`src/rtl/pe_ld_pkg.sv`:
```
// Shared types and default widths for the PE load unit, memory side.
// Latency: n/a (types and constants only).
// Backpressure: n/a.
package pe_ld_pkg;

  typedef enum logic [1:0] {
    LD_IDLE  = 2'd0,
    LD_REQ   = 2'd1,
    LD_STALL = 2'd2
  } ld_state_t;

  localparam int LD_DATA_W = 32;
  localparam int LD_ADDR_W = 16;

endpackage

```
`src/rtl/pe_ld_rsp_fifo.sv`:
```
// Response buffer: DEPTH x DATA_W synchronous FIFO, head word always visible on pop_data.
// Latency: a pushed word is visible on pop_data the cycle after the push (no bypass).
// Backpressure: a push while full is taken only if a pop happens in the same cycle.
// Ports: clk, rst (sync, active-low); push/push_data in; pop in; pop_data, full, empty, count out.
module pe_ld_rsp_fifo #(
  parameter int DATA_W = 32,
  parameter int DEPTH  = 2,
  localparam int PW    = $clog2(DEPTH) + 1
) (
  input  logic              clk,
  input  logic              rst,
  input  logic              push,
  input  logic [DATA_W-1:0] push_data,
  input  logic              pop,
  output logic [DATA_W-1:0] pop_data,
  output logic              full,
  output logic              empty,
  output logic [PW-1:0]     count
);

  localparam int IW = (DEPTH > 1) ? $clog2(DEPTH) : 1;

  logic [PW-1:0]     wr_ptr;
  logic [PW-1:0]     rd_ptr;
  logic [IW-1:0]     wr_idx;
  logic [IW-1:0]     rd_idx;
  logic [DATA_W-1:0] mem [DEPTH];
  logic              do_push;
  logic              do_pop;

  // Pointers carry one extra wrap bit; the low bits index the storage.
  assign wr_idx = IW'(wr_ptr % PW'(DEPTH));
  assign rd_idx = IW'(rd_ptr % PW'(DEPTH));

  assign empty = (wr_ptr == rd_ptr);
  assign full  = (wr_ptr[PW-1] != rd_ptr[PW-1]) && (wr_idx == rd_idx);
  assign count = wr_ptr - rd_ptr;

  // Empty buffer shows zero rather than a stale word.
  assign pop_data = empty ? '0 : mem[rd_idx];

  assign do_pop  = pop & ~empty;
  assign do_push = push & (~full | do_pop);

  always_ff @(posedge clk) begin
    if (!rst) begin
      wr_ptr <= '0;
      rd_ptr <= '0;
    end else begin
      if (do_push) wr_ptr <= wr_ptr + PW'(1);
      if (do_pop)  rd_ptr <= rd_ptr + PW'(1);
    end
  end

  always_ff @(posedge clk) begin
    if (do_push) mem[wr_idx] <= push_data;
  end

endmodule

```
`src/rtl/pe_ld_unit_mem_side.sv`:
```
// Memory-side load unit: takes load addresses, issues in-order reads on req/gnt, buffers
// returned words for the functional unit. Latency: accept t -> req t+1 -> rsp t+1+L -> rdy t+2+L.
// Backpressure: at most DEPTH loads requested+buffered; a further load waits in STALL.
// Ports: instr_ld_valid/addr/rdy (decode side), mem_req/addr/gnt and mem_rsp_valid/data
// (memory side), memory_unit_rdy/ld_data/func_unit_rdy (functional unit side).
// Optional macro PE_LD_UNIT_PERF_CNT_EN adds saturating gnt_stall_cnt and fu_stall_cnt outputs.
module pe_ld_unit_mem_side
  import pe_ld_pkg::*;
#(
  parameter int DATA_W = LD_DATA_W,
  parameter int ADDR_W = LD_ADDR_W,
  parameter int DEPTH  = 2
) (
  input  logic              clk,
  input  logic              rst,
  input  logic              instr_ld_valid,
  input  logic [ADDR_W-1:0] instr_ld_addr,
  output logic              instr_ld_rdy,
  output logic              mem_req,
  output logic [ADDR_W-1:0] mem_addr,
  input  logic              mem_gnt,
  input  logic              mem_rsp_valid,
  input  logic [DATA_W-1:0] mem_rsp_data,
  output logic              memory_unit_rdy,
  output logic [DATA_W-1:0] ld_data,
  input  logic              func_unit_rdy
`ifdef PE_LD_UNIT_PERF_CNT_EN
  ,
  output logic [31:0]       gnt_stall_cnt,
  output logic [31:0]       fu_stall_cnt
`endif
);

  localparam int CW = $clog2(DEPTH) + 1;
  localparam int UW = CW + 1;

  ld_state_t         state_q;
  ld_state_t         state_d;
  logic [ADDR_W-1:0] addr_q;
  logic [CW-1:0]     outstanding_q;
  logic [CW-1:0]     fifo_count;
  logic [UW-1:0]     used;
  logic [UW-1:0]     used_eff;
  logic              fifo_full;
  logic              fifo_empty;
  logic              pop;
  logic              gnt_fire;
  logic              rsp_ok;
  logic              credit_ok;
  logic              credit_after_gnt;
  logic              rdy_int;
  logic              req_int;
  logic              load_addr;

  assign used     = {1'b0, outstanding_q} + {1'b0, fifo_count};
  assign pop      = func_unit_rdy & ~fifo_empty;
  // A word leaving the buffer this cycle frees its slot for the decision made this cycle.
  assign used_eff = used - UW'(pop);

  assign credit_ok        = used_eff < UW'(DEPTH);
  assign credit_after_gnt = (used_eff + UW'(1)) < UW'(DEPTH);

  always_comb begin
    state_d   = state_q;
    rdy_int   = 1'b0;
    req_int   = 1'b0;
    load_addr = 1'b0;
    case (state_q)
      LD_IDLE: begin
        rdy_int = 1'b1;
        if (instr_ld_valid) begin
          load_addr = 1'b1;
          state_d   = credit_ok ? LD_REQ : LD_STALL;
        end
      end
      LD_STALL: begin
        if (credit_ok) state_d = LD_REQ;
      end
      LD_REQ: begin
        req_int = 1'b1;
        // The address register frees up only when the current request is granted.
        rdy_int = mem_gnt;
        if (mem_gnt) begin
          if (instr_ld_valid) begin
            load_addr = 1'b1;
            state_d   = credit_after_gnt ? LD_REQ : LD_STALL;
          end else begin
            state_d = LD_IDLE;
          end
        end
      end
      default: state_d = LD_IDLE;
    endcase
  end

  assign instr_ld_rdy = rdy_int & rst;
  assign mem_req      = req_int & rst;
  assign mem_addr     = addr_q;

  assign gnt_fire = mem_req & mem_gnt;
  // A response with nothing outstanding is stray and never enters the buffer.
  assign rsp_ok   = mem_rsp_valid & (outstanding_q != '0);

  always_ff @(posedge clk) begin
    if (!rst) begin
      state_q       <= LD_IDLE;
      addr_q        <= '0;
      outstanding_q <= '0;
    end else begin
      state_q       <= state_d;
      outstanding_q <= outstanding_q + CW'(gnt_fire) - CW'(rsp_ok);
      if (load_addr) addr_q <= instr_ld_addr;
    end
  end

  pe_ld_rsp_fifo #(
    .DATA_W (DATA_W),
    .DEPTH  (DEPTH)
  ) u_rsp_fifo (
    .clk       (clk),
    .rst       (rst),
    .push      (rsp_ok),
    .push_data (mem_rsp_data),
    .pop       (pop),
    .pop_data  (ld_data),
    .full      (fifo_full),
    .empty     (fifo_empty),
    .count     (fifo_count)
  );

  assign memory_unit_rdy = ~fifo_empty;

`ifdef PE_LD_UNIT_PERF_CNT_EN
  always_ff @(posedge clk) begin
    if (!rst) begin
      gnt_stall_cnt <= '0;
      fu_stall_cnt  <= '0;
    end else begin
      if (mem_req && !mem_gnt && (gnt_stall_cnt != '1))
        gnt_stall_cnt <= gnt_stall_cnt + 32'd1;
      if (memory_unit_rdy && !func_unit_rdy && (fu_stall_cnt != '1))
        fu_stall_cnt <= fu_stall_cnt + 32'd1;
    end
  end
`else
  // Stall counters are compiled out; nothing else changes.
`endif

  a_rsp_no_outstanding: assert property (@(posedge clk) disable iff (!rst)
    !(mem_rsp_valid && (outstanding_q == '0)))
    else $warning("pe_ld_unit_mem_side: read response with nothing outstanding, dropped");

  a_push_when_full: assert property (@(posedge clk) disable iff (!rst)
    !(rsp_ok && fifo_full && !pop))
    else $warning("pe_ld_unit_mem_side: response pushed into full buffer, dropped");

  a_addr_stable: assert property (@(posedge clk) disable iff (!rst)
    (mem_req && !mem_gnt) |=> (mem_req && (mem_addr == $past(mem_addr))))
    else $warning("pe_ld_unit_mem_side: mem_addr/mem_req changed before grant");

  a_used_bound: assert property (@(posedge clk) disable iff (!rst)
    used <= UW'(DEPTH))
    else $warning("pe_ld_unit_mem_side: loads in flight exceed DEPTH");

endmodule

```
`config.mk`:
```
export PLATFORM = sky130hd
export DESIGN_NAME = pe_ld_unit_mem_side
export DESIGN_NICKNAME = d
export VERILOG_FILES = /design/src/rtl/pe_ld_pkg.sv /design/src/rtl/pe_ld_rsp_fifo.sv /design/src/rtl/pe_ld_unit_mem_side.sv
export SDC_FILE = /design/constraint.sdc
export NUM_CORES = 1
export LEC_CHECK = 0
export ABC_AREA = 1
export BUFFER_PORTS_ARGS = -buffer_cell sky130_fd_sc_hd__buf_2
export CAP_MARGIN = 20
export CORE_ASPECT_RATIO = 1.1
export CORE_MARGIN = 3
export CORE_UTILIZATION = 45
export CTS_BUF_LIST = sky130_fd_sc_hd__clkbuf_2 sky130_fd_sc_hd__clkbuf_4 sky130_fd_sc_hd__clkbuf_8
export DETAILED_ROUTE_END_ITERATION = 12
export PLACE_DENSITY = 0.69
export SLEW_MARGIN = 25
export SYNTH_ARGS = -nofsm -noshare
export SYNTH_HDL_FRONTEND = slang
export SYNTH_HIERARCHICAL = 1
export SYNTH_SLANG_ARGS = --single-unit
```
`constraint.sdc`:
```
create_clock -name clk -period 3.9 [get_ports clk]
set_clock_uncertainty 0.2 [all_clocks]
set_input_delay 1.17 -clock clk [delete_from_list [all_inputs] [get_ports clk]]
set_output_delay 1.17 -clock clk [all_outputs]
set_load 0.02 [all_outputs]
```
==> key figures <==
Status
  • Status: finished clean

Hold path
  • Hold Path Cell Cnt: 2
  • Worst hold path type: register to register

Floorplanning
  • Die Wd: 94.6 µm
  • Die H: 103 µm
  • Initial Util: 47.6%
  • Num ports: 105
  • Die area: 9790 µm²
  • Cell Rows: 34
  • CORE AREA: 8170 µm²

Power and ir drop
  • VDD IR max: 0.264 mV
  • Total power: 2.79 mW
  • PD cells: 595 nW/µm²
  • Leakage power: 2.28 nW

Timing
  • Final worst slack: 0.464 ns
  • Worst hold slack: 0.306 ns
  • Slew Viols, Final: 0
  • Setup TNS: 0 ns
  • Final setup vio count: 0
  • Min Clock Period, post-route: 3.44 ns
  • Final period util: 88.1%
  • RSZ-0062 raised after global routing: false
  • Worst Tran Pin Value: 0.585 ns
  • Worst slew margin: 60.9%
  • Final hold vios: 0
  • FMAX: 291 MHz

Routing
  • Antenna-violating nets left: 0
  • Residual DRC: 0
  • First drt pass iteration count: 4
  • Routed wire length: 7.10 mm
  • Routed wire per std cell: 12.6 µm
  • WL met3: 601 µm
  • DR top layer: met4
  • WL met1: 2.95 mm
  • DR WL met2: 3.46 mm
  • DRT iter0 DRCs: 93
  • Routed via count: 2640
  • Vias per cell: 4.68

Finish
  • Core Util, Final: 57.5%
  • Antenna diodes: 0
  • Area delta synth->final: 20.7%
  • Layout cell share with drive strength beyond 1: 37.1%
  • FF/Latch Area: 2420 µm²
  • Cell area after layout: 4690 µm²
  • NumNets Final: 513
  • Finished Layout Cells: 564
  • Fillers: 713
  • Area of the multi-input gates: 1140 µm²

Setup path
  • Nature of the critical path startpoint: register
  • Crit. End Element: primary output
  • Worst Path Arrival: 2.07 ns
  • Crit Path Category: register to primary output
  • Crit Path Max Fanout: 21
  • Crit path required time: 2.53 ns
  • Reg2Reg Depth: 18

Clock tree
  • Maximum buffer depth of the clock tree: 2
  • Clock latency on the worst-skew pair: 0.35 ns
  • Post-cts sizing count: 0
  • # Post-CTS Setup Buffers: 0
  • CTS clk-pin slew, worst paths: 0.08 ns
  • CTS tree: built
  • Cts hold-fix bufs: 0
  • H-Tree Level Count: 3
  • CTS Buf Count: 9
  • CTS Sinks: 89
  • Clock root buffer master: clkbuf_8

Global routing
  • Vias in the first global route: 2640
  • Antenna violations before repair: 0
  • Total congestion overflow: 0
  • Pin count of the biggest net entering global routing: 33
  • Total GRT Usage: 15.7%
  • First-pass GRT wire length: 11.8 mm

Place
  • Post-Place Cells: 548
  • DP Area: 4510 µm²
  • PortBufs: 104
  • Post-DP HPWL: 5.13 mm
  • Routability Congestion: 0.738
  • DP Worst Slack: 0.573 ns

Flow run
  • Max-Cap Viols: 0

Synth
  • Mean post-synth cell area: 11.4 µm²
  • Net Count, Synth: 402
  • YS warnings: 6
  • Cell Area, Synth: 3890 µm²
  • Cells after Synth: 340
==> metal layers <==
metal	vias to the layer above	track usage [%]
li1	1329	-
met1	1203	18.4
met3	8	5.21
met5	-	0
met2	100	27.2
met4	0	5.33
==> final timing paths <==
kind,from,to,slack (ns)
setup reg to reg,u_rsp_fifo/wr_ptr[0],state_q[1],0.69
setup / recovery,u_rsp_fifo/wr_ptr[0],ld_data[26],0.46
hold reg to reg,mem_addr[0],mem_addr[0],0.31
hold / removal,mem_addr[0],mem_addr[0],0.31
==> flip-flops by register name (all words and copies together) (netlist names), named ones only <==
| name | count |
|---|---|
| u_rsp_fifo/wr_ptr | 2 |
| u_rsp_fifo/rd_ptr | 2 |
| state_q | 2 |
| mem_addr | 16 |
| outstanding_q | 2 |
| u_rsp_fifo/mem | 64 |
==> power by group <==
group	switching, mW	internal, mW
registers	0.0622	1.19
logic	0.603	0.364
clock network	0.313	0.265
total	0.978	1.81
==> layout make-up <==
class                   instances  area share (%)
repair buffers                111            12.5
clock buffers                  12            3.25
well taps                     108            2.88
clock inverters                 4           0.613
multi-input cells             180            24.3
flip-flops and latches         89            51.6
inverters                      60            4.80
==> critical path, cell delays in order, from the launching register on <==
cell and delay (ns):
dfxtp_1 0.46, inv_1 0.08, ha_1 0.36, nand2_4 0.21, buf_4 0.29, nand2_1 0.09
inv_1 0.06, buf_2 0.15
==> placed cells by master (no fill, tap or decap), drive strengths merged, types with 10 or more instances in the layout <==
cell type	instances
nand2	56
dfxtp	25
nor2	42
o21ai	17
inv	61
nand3	10
clkbuf	12
edfxtp	64
mux2	32
buf	111
Note: power is estimated with default switching activity, not from simulation.
